--- src/rtl/vga_timing_gen_if.sv ---
// Pixel request bus between the raster timing generator and the pixel source.
// master: timing side (drives req/x/y, samples data); slave: pixel source.
interface vga_timing_gen_if #(
  parameter int DATA_W = 16
);
  logic              pix_req;
  logic [10:0]       pix_x;
  logic [10:0]       pix_y;
  logic [DATA_W-1:0] pix_data;

  modport master (
    output pix_req, pix_x, pix_y,
    input  pix_data
  );

  modport slave (
    input  pix_req, pix_x, pix_y,
    output pix_data
  );
endinterface

--- src/rtl/vga_timing_gen.sv ---
// Parametrised VGA/DVI raster timing generator with a leading pixel request.
// Ports: vga_clk, sys_rst_n, en; pix (request bus, master);
//   hsync, vsync, rgb, rgb_valid, line_start, frame_start, frame_cnt.
module vga_timing_gen #(
  parameter int                 H_SYNC      = 96,
  parameter int                 H_BACK      = 48,
  parameter int                 H_VALID     = 640,
  parameter int                 H_FRONT     = 16,
  parameter int                 V_SYNC      = 2,
  parameter int                 V_BACK      = 33,
  parameter int                 V_VALID     = 480,
  parameter int                 V_FRONT     = 10,
  parameter bit                 HS_POL      = 1'b1,
  parameter bit                 VS_POL      = 1'b1,
  parameter int                 REQ_LEAD    = 1,
  parameter int                 DATA_W      = 16,
  parameter logic [DATA_W-1:0]  BLANK_COLOR = '0
) (
  input  logic              vga_clk,
  input  logic              sys_rst_n,
  input  logic              en,
  vga_timing_gen_if.master  pix,
  output logic              hsync,
  output logic              vsync,
  output logic [DATA_W-1:0] rgb,
  output logic              rgb_valid,
  output logic              line_start,
  output logic              frame_start,
  output logic [7:0]        frame_cnt
);

  localparam int H_TOTAL = H_SYNC + H_BACK + H_VALID + H_FRONT;
  localparam int V_TOTAL = V_SYNC + V_BACK + V_VALID + V_FRONT;
  localparam int HS      = H_SYNC + H_BACK;
  localparam int VS      = V_SYNC + V_BACK;

  if (REQ_LEAD < 0 || REQ_LEAD > 4 || REQ_LEAD > H_BACK) begin : g_bad_lead
    $error("vga_timing_gen: REQ_LEAD out of range");
  end
  if (H_SYNC < 1 || H_BACK < 1 || H_VALID < 1 || H_FRONT < 1) begin : g_bad_h
    $error("vga_timing_gen: horizontal parameter is zero");
  end
  if (V_SYNC < 1 || V_BACK < 1 || V_VALID < 1 || V_FRONT < 1) begin : g_bad_v
    $error("vga_timing_gen: vertical parameter is zero");
  end
  if (H_TOTAL > 4095 || V_TOTAL > 4095) begin : g_bad_tot
    $error("vga_timing_gen: total exceeds 4095");
  end

  localparam logic [11:0] H_LAST = 12'(H_TOTAL - 1);
  localparam logic [11:0] V_LAST = 12'(V_TOTAL - 1);
  localparam logic [11:0] H_SY   = 12'(H_SYNC);
  localparam logic [11:0] V_SY   = 12'(V_SYNC);
  localparam logic [11:0] H_A0   = 12'(HS);
  localparam logic [11:0] H_A1   = 12'(HS + H_VALID);
  localparam logic [11:0] V_A0   = 12'(VS);
  localparam logic [11:0] V_A1   = 12'(VS + V_VALID);
  localparam logic [11:0] H_R0   = 12'(HS - REQ_LEAD);
  localparam logic [11:0] H_R1   = 12'(HS + H_VALID - REQ_LEAD);

  logic [11:0] cnt_h;
  logic [11:0] cnt_v;
  logic        h_end;
  logic        v_end;
  logic        v_win;
  logic        hs_act;
  logic        vs_act;
  logic        act;
  logic        req;
  logic        ls_nxt;
  logic        fs_nxt;

  assign h_end = (cnt_h == H_LAST);
  assign v_end = (cnt_v == V_LAST);

  // en low parks the raster at (0,0) so a restart begins a fresh frame.
  always_ff @(posedge vga_clk or negedge sys_rst_n) begin
    if (!sys_rst_n) begin
      cnt_h <= '0;
      cnt_v <= '0;
    end else if (!en) begin
      cnt_h <= '0;
      cnt_v <= '0;
    end else begin
      cnt_h <= h_end ? 12'd0 : cnt_h + 12'd1;
      if (h_end)
        cnt_v <= v_end ? 12'd0 : cnt_v + 12'd1;
    end
  end

  always_comb begin
    v_win  = (cnt_v >= V_A0) && (cnt_v < V_A1);
    hs_act = en && (cnt_h < H_SY);
    vs_act = en && (cnt_v < V_SY);
    act    = en && v_win && (cnt_h >= H_A0) && (cnt_h < H_A1);
    req    = en && v_win && (cnt_h >= H_R0) && (cnt_h < H_R1);
    ls_nxt = en && (cnt_h == 12'd0);
    fs_nxt = ls_nxt && (cnt_v == 12'd0);
  end

  // Request leads the capture by REQ_LEAD; x/y wrap modulo 2^11.
  assign pix.pix_req = req;
  assign pix.pix_x   = req ? cnt_h[10:0] + 11'(REQ_LEAD) - 11'(HS) : 11'h7FF;
  assign pix.pix_y   = req ? cnt_v[10:0] - 11'(VS) : 11'h7FF;

  always_ff @(posedge vga_clk or negedge sys_rst_n) begin
    if (!sys_rst_n) begin
      hsync       <= !HS_POL;
      vsync       <= !VS_POL;
      rgb         <= BLANK_COLOR;
      rgb_valid   <= 1'b0;
      line_start  <= 1'b0;
      frame_start <= 1'b0;
      frame_cnt   <= 8'd0;
    end else begin
      hsync       <= hs_act ? HS_POL : !HS_POL;
      vsync       <= vs_act ? VS_POL : !VS_POL;
      rgb         <= act ? pix.pix_data : BLANK_COLOR;
      rgb_valid   <= act;
      line_start  <= ls_nxt;
      frame_start <= fs_nxt;
      if (fs_nxt)
        frame_cnt <= frame_cnt + 8'd1;
    end
  end

endmodule

--- src/flat_wrapper.sv ---
// flat-port wrapper written by rule: the top's interface ports become plain ports
module vga_timing_gen_flat 
#(
  parameter int                 H_SYNC      = 96,
  parameter int                 H_BACK      = 48,
  parameter int                 H_VALID     = 640,
  parameter int                 H_FRONT     = 16,
  parameter int                 V_SYNC      = 2,
  parameter int                 V_BACK      = 33,
  parameter int                 V_VALID     = 480,
  parameter int                 V_FRONT     = 10,
  parameter bit                 HS_POL      = 1'b1,
  parameter bit                 VS_POL      = 1'b1,
  parameter int                 REQ_LEAD    = 1,
  parameter int                 DATA_W      = 16,
  parameter logic [DATA_W-1:0]  BLANK_COLOR = '0
)
  (vga_clk, sys_rst_n, en, hsync, vsync, rgb, rgb_valid, line_start, frame_start, frame_cnt, pix_pix_req, pix_pix_x, pix_pix_y, pix_pix_data);
  vga_timing_gen_if #(.DATA_W(DATA_W)) pix_i ();
  input  logic vga_clk;
  input  logic sys_rst_n;
  input  logic en;
  output logic hsync;
  output logic vsync;
  output logic [DATA_W-1:0] rgb;
  output logic rgb_valid;
  output logic line_start;
  output logic frame_start;
  output logic [7:0] frame_cnt;
  output wire logic [$bits(pix_i.pix_req)-1:0] pix_pix_req;
  output wire logic [$bits(pix_i.pix_x)-1:0] pix_pix_x;
  output wire logic [$bits(pix_i.pix_y)-1:0] pix_pix_y;
  input wire logic [$bits(pix_i.pix_data)-1:0] pix_pix_data;
  assign pix_pix_req = pix_i.pix_req;
  assign pix_pix_x = pix_i.pix_x;
  assign pix_pix_y = pix_i.pix_y;
  assign pix_i.pix_data = pix_pix_data;
  vga_timing_gen #(.H_SYNC(H_SYNC), .H_BACK(H_BACK), .H_VALID(H_VALID), .H_FRONT(H_FRONT), .V_SYNC(V_SYNC), .V_BACK(V_BACK), .V_VALID(V_VALID), .V_FRONT(V_FRONT), .HS_POL(HS_POL), .VS_POL(VS_POL), .REQ_LEAD(REQ_LEAD), .DATA_W(DATA_W), .BLANK_COLOR(BLANK_COLOR)) u_core (.vga_clk(vga_clk), .sys_rst_n(sys_rst_n), .en(en), .pix(pix_i), .hsync(hsync), .vsync(vsync), .rgb(rgb), .rgb_valid(rgb_valid), .line_start(line_start), .frame_start(frame_start), .frame_cnt(frame_cnt));
endmodule
--- config.mk ---
export PLATFORM = sky130hd
export DESIGN_NAME = vga_timing_gen_flat
export DESIGN_NICKNAME = d
export VERILOG_FILES = /design/src/rtl/vga_timing_gen_if.sv /design/src/rtl/vga_timing_gen.sv /design/src/flat_wrapper.sv
export SDC_FILE = /design/constraint.sdc
export NUM_CORES = 1
export LEC_CHECK = 0
export BUFFER_PORTS_ARGS = -buffer_cell sky130_fd_sc_hd__buf_2
export CORE_UTILIZATION = 25
export CTS_CLUSTER_SIZE = 12
export DETAILED_ROUTE_END_ITERATION = 8
export PLACE_DENSITY = 0.42
export SLEW_MARGIN = 10
export SYNTH_ARGS = -nofsm -noshare
export SYNTH_HDL_FRONTEND = slang
export SYNTH_SLANG_ARGS = --single-unit
--- constraint.sdc ---
create_clock -name vga_clk -period 2.23 [get_ports vga_clk]
set_clock_uncertainty 0.15 [all_clocks]
set_input_delay 0.446 -clock vga_clk [delete_from_list [all_inputs] [get_ports vga_clk]]
set_output_delay 0.446 -clock vga_clk [all_outputs]
set_load 0.005 [all_outputs]
; ---- After elaboration in Yosys (flattened, before gate mapping)
; Index checks and enable logic that the tools add are counted.
[op_classes]
addsub = 6
n_mul = 0
div_mod_pow = 0
order_cmp = 8
eq_ne = 3
shifts = 0
n_mux = 10
bitwise_logic = 0
reduce_logical = 12
[ops]
columns = operator, n
row1 = $mux W12, 5
row2 = $lt A12 B10 Y1 const B, 3
row3 = $add A12 B1 Y12 const B, 2
row4 = $eq A12 B10 Y1 const B, 2
row5 = $ge A12 B8 Y1 const B, 2
row6 = $logic_not A12 Y1, 2
row7 = $mux W11, 2
row8 = $mux W16, 1
row9 = $ge A12 B6 Y1 const B, 1
row10 = $lt A12 B2 Y1 const B, 1
row11 = $lt A12 B7 Y1 const B, 1
row12 = $add A11 B1 Y11 const B, 1
row13 = $sub A11 B6 Y11 const B, 1
row14 = $sub A11 B8 Y11 const B, 1
row15 = $logic_and A1 B1 Y1, 10
row16 = $add A8 B1 Y8 const B, 1
row17 = $mux W1, 2
row18 = $ne A2 B1 Y1 const B, 1
[word_totals]
reg_bits = 53
latch_bits = 0
mem_bits_rw = 0
romBits = 0
elab_cells = 48
n_memories = 0

; ---- Longest topological paths before layout
[logic_depth]
ltp_word = 6
mapped_depth = 7
depth_no_buf = 6

; ---- Worst setup path after synthesis
; OpenSTA, ideal clock, no wires.
[synth_timing]
path_type = register to output
startpoint = register u_core.cnt_v[0]
endpoint = output pix_pix_x[6]
t_arrival_ns = 1.746
required_ns = 1.634
path_slack_ns = -0.112
stages_incl_launch_ff = 7
path_buffers = 1
path_cell_list = dfrtp_1 -> ha_1 -> o41ai_1 -> nand3_1 -> nor3b_1 -> buf_2 -> o2111ai_1
[synth_via]
elab_chain_cells = 6
word_cells_on_any_way = 7
classes_between = order compare (2) / mux (1) / reduce/logical (4)
[synth_rtl]
columns = item, line_no
row1 = from (decl), vga_timing_gen.sv:62  ; logic [11:0] cnt_v;
row2 = from (signal assigned), vga_timing_gen.sv:87  ; cnt_v <= v_end ? 12'd0 : cnt_v + 12'd1;
row3 = $ge A12 B6 Y1 / $lt A12 B10 Y1 (equally long branches), vga_timing_gen.sv:92  ; v_win = (cnt_v >= V_A0) && (cnt_v < V_A1);
row4 = $logic_and A1 B1 Y1 *, vga_timing_gen.sv:92
row5 = $logic_and A1 B1 Y1 * (3 in series), vga_timing_gen.sv:96  ; req = en && v_win && (cnt_h >= H_R0) && (cnt_h < H_R1);
row6 = $mux W11 *, vga_timing_gen.sv:103  ; assign pix.pix_x = req ? cnt_h[10:0] + 11'(REQ_LEAD) - 11'(HS) : 11'h7FF;
row7 = to (decl), flat_wrapper.sv:31  ; output wire logic [$bits(pix_i.pix_x)-1:0] pix_pix_x;
; Every way passes the cells marked *; elsewhere a longest branch is shown, timed or not.

; ---- Final worst setup path
[layout_timing]
startpoint = register u_core.cnt_h[6]
endpoint = output pix_pix_req
[layout_via]
elab_chain_cells = 3
word_cells_on_any_way = 4
classes_between = order compare (2) / reduce/logical (2)
[layout_rtl]
columns = item, line_no
row1 = from (decl), vga_timing_gen.sv:61  ; logic [11:0] cnt_h;
row2 = from (signal assigned), vga_timing_gen.sv:85  ; cnt_h <= h_end ? 12'd0 : cnt_h + 12'd1;
row3 = $ge A12 B8 Y1, vga_timing_gen.sv:96
row4 = $logic_and A1 B1 Y1, vga_timing_gen.sv:96
row5 = $logic_and A1 B1 Y1 *, vga_timing_gen.sv:96
row6 = to (decl), flat_wrapper.sv:30  ; output wire logic [$bits(pix_i.pix_req)-1:0] pix_pix_req;
; Marked as above.

==> key figures <==
Timing
  • Final cycle utilization of the critical path: 116%
  • Final hold violations: 0
  • FMAX: 387 MHz
  • Worst Tran Pin Value: 487 ps
  • Setup ws final: -356 ps
  • RSZ-0062 raised after global routing: yes
  • Max-slew violations: 0
  • Fin Setup TNS: -9010 ps
  • Max-slew headroom: 67.6%
  • Tmin final: 2590 ps
  • Endpoints failing setup: 39

Worst setup path
  • Bufs and invs on worst path: 3
  • Crit Path Class: reg2out
  • Crit path max-delay family: simple AND/OR/NAND/NOR gates
  • Worst EP arrival: 1990 ps
  • CP Max Fanout: 7
  • Data required, critical path: 1630 ps
  • Worst Setup Start Kind: flop
  • Crit path cell chain: or3_4 -> o21ai_4 -> a21oi_4 -> buf_6 -> buf_12 -> and2_4 -> buf_6
  • Critical Path Max Stage Delay: 440 ps
  • Crit. End Element: output port
  • Slowest CP cell: dfrtp_2
  • CP most frequent cell: buf_6

Worst hold path
  • Hold Path Class: in2reg

Placed design
  • Cell Count Post-Placement: 565
  • # port buffers: 70
  • Placed inst area: 3910 um^2
  • Final HPWL DP: 6360 um
  • Final RePlAce weighted congestion: 0.775
  • Place WS: -172 ps

Synthesis
  • Post-Synthesis Cell Area: 2970 um^2
  • Syn_nets: 333
  • Post-synthesis adder-cell area fraction: 2.10%
  • Ys flop type: dfrtp_1
  • Simple-gate share of the synthesized area: 30.2%
  • Compound-Gate Fraction of Synth Area: 9.84%
  • Xor/xnor share of the synthesized area: 7.36%
  • Multiplexer share of the synthesized area: 0.379%
  • Mapped Cells: 309
  • Yosys reg bits: 53
  • Post-synth EDFFs: 0
  • Fraction of registers with async set/reset: 100%
  • Largest family of logic cells by synthesized area: simple AND/OR/NAND/NOR gates
  • Register area share after synthesis: 44.6%
  • Count of cell types in the netlist: 54
  • Syn_area_per_cell: 9.62 um^2
  • Ys Warns: 0

Drt
  • Routed WL per cell: 15.4 um
  • DRC viols: 15
  • Initial DRC Count: 162
  • WL final: 9090 um
  • Vias/cell: 4.75
  • ANT nets after route: 0
  • Via Count: 2,807
  • DRT Pass-1 Iters: 6

Global routing
  • Vias in the first global route: 2,806
  • Wire length of the first global-routing pass: 15,000 um
  • Largest net degree at the start of global routing: 34
  • Tot GR Track Use: 15.6%
  • Total gr overflow: 0
  • Antenna violations before repair: 0

CTS
  • Longest Clk Path Bufs: 2
  • Clock slew at reported path FFs: 80 ps
  • H-tree depth: 2
  • Clock network latency to the later pin of the worst-skew pair: 300 ps
  • Root buf cell: clkbuf_16
  • CTS buffer count: 5
  • CTS sink count: 53
  • TritonCTS clock tree: yes

Finish
  • Finished Layout Cells: 591
  • Finished Core Util: 39.2%
  • Synth-to-layout area growth: 51.9%
  • Layout cells sized above 1: 45.5%
  • Fin nets: 471
  • Sequential cell area: 1330 um^2
  • Filler cell count in the final layout: 1,164
  • Finished Cell Area: 4520 um^2
  • # diodes: 0
  • Area occupied by multi-input gates: 1750 um^2

Floorplan
  • Row count: 39
  • Chip Width: 111 um
  • Initial Util: 25.8%
  • # IOs: 71
  • DIE AREA: 12,300 um^2
  • Core area: 11,500 um^2
  • Height of the die: 111 um

Run
  • Max Cap Viol: 0

Power
  • Pwr Density: 483 nW/um^2
  • Static leakage: 2.11 nW
  • Worst VDD drop: 0.229 mV

Run status
  • Status: finished, violations left
  • Failing checks: design-rule violations, negative setup slack
-- layer usage --
metal | up-vias | GRT usage (%) | wire length, um
li1 | 1377 | - | -
met1 | 1360 | 21.1 | 4220
met2 | 60 | 25.8 | 4430
met3 | 10 | 2.62 | 320
met4 | 0 | 4.41 | 127
met5 | - | 0 | 0
-- final timing paths --
check                                                        to  slack [ps]                             from  depth (start not counted)
min in group asynchronous       u_core.frame_cnt[7]$_DFFE_PN0P_         490                        sys_rst_n                          2
worst max-delay path                                pix_pix_req        -360        u_core.cnt_h[6]$_DFF_PN0_                          7
worst min-delay path                   u_core.rgb[12]$_DFF_PN0_         200                 pix_pix_data[12]                          2
worst max register to register          u_core.rgb[9]$_DFF_PN0_        -130      u_core.cnt_v[1]$_DFFE_PN0P_                         11
max in group asynchronous             u_core.cnt_h[6]$_DFF_PN0_         880                        sys_rst_n                          3
worst min register to register  u_core.frame_cnt[7]$_DFFE_PN0P_         320  u_core.frame_cnt[7]$_DFFE_PN0P_                          1
-- where the power goes --
part / internal, W / switching, W
clock: 0.000431 / 0.000394
combinational: 0.000129 / 0.000134
sequential: 0.00102 / 0.0000752
-- registers in the layout, indices dropped and copies added (netlist names) --
register / flops
u_core.cnt_h: 12
u_core.cnt_v: 12
u_core.vsync: 1
u_core.rgb_valid: 1
u_core.frame_start: 1
u_core.line_start: 1
u_core.rgb: 16
u_core.hsync: 1
u_core.frame_cnt: 8
-- Yosys cell counts, types with 2 or more instances --
master	count	area share [%]
xnor2_1	7	2.1
ha_1	5	2.1
clkbuf_1	8	1.0
nor3_1	9	1.5
o21ai_0	10	1.7
nand2_1	23	2.9
or4b_2	2	0.67
buf_2	8	1.3
a22oi_1	2	0.50
nand4_1	8	1.7
a31oi_1	4	0.84
nand3_1	28	4.7
o31ai_1	4	1.0
nor4_1	3	0.63
inv_1	10	1.3
nand3b_1	4	1.0
and4_1	4	1.2
nor3b_1	2	0.50
a21oi_1	9	1.5
and3_1	9	1.9
xor2_1	18	5.3
and2_1	22	4.6
o2111ai_1	2	0.59
o22ai_1	3	0.63
or3_1	4	0.84
dfrtp_1	53	45
nor2_1	14	1.8
nand2b_1	4	0.84
buf_4	3	0.76
buf_6	3	1.1
-- worst register-to-register path, cell delays in order, from the launching register on --
cell     delay [ps]
dfrtp_1         410
ha_4            200
o41ai_4         350
nand3_2         140
buf_4           150
buf_4           120
buf_6           100
buf_6           100
buf_6           100
buf_6           110
nor4b_4         150
and2_1          170
-- metrics by stage --
| stage | power, W | hold WS, ps |
|---|---|---|
| after floorplan | 0.00122 | 0.409 |
| after global placement | 0.00137 | 299 |
| after detailed placement | 0.00137 | 292 |
| after CTS | 0.00221 | 195 |
| after global routing | 0.00229 | 198 |
| final | 0.00218 | 203 |
-- timing repair --
action | in CTS | in global routing
setup buffers | 27 | 4
gates cloned | 5 | 0
pin swaps | 27 | 13
setup endpoints to repair | 39 | 48
resized for setup | 40 | 21
hold buffers | 1 | 0
endpoints found under the hold margin | 20 | 0
-- placed cells by master (no fill, tap or decap), drive strengths merged, types with 2 or more instances in the layout --
cell,instances
buf,149
dfrtp,53
nand3,28
nand2,23
and2,22
xor2,18
nor2,14
inv,12
o21ai,11
nor3,10
and3,10
a21oi,9
nand4,8
xnor2,7
clkbuf,5
and4,5
ha,5
nor4,5
a31oi,4
nand3b,4
o31ai,4
nand2b,4
or3,4
nor4b,4
o22ai,3
nor3b,3
a22oi,2
or4b,2
a21boi,2
o2111ai,2
-- area by class of cell --
class,instances,share of cell area (%)
well taps,143,3.96
inverters,10,0.831
repair buffers,151,23.6
clock inverters,3,0.637
multi-input cells,226,38.7
flip-flops and latches,53,29.5
clock buffers,5,2.77
-- cells by family (layout without fill, tap and decap cells) --
kind of cell / count (synthesis) / in the layout
compound gates: 45 / 45
xor+xnor: 25 / 25
fa+ha+maj: 5 / 5
buf+inv: 32 / 169
flops: 53 / 53
mux: 1 / 1
simple gates: 148 / 150
(Power assumes the default switching activity.)
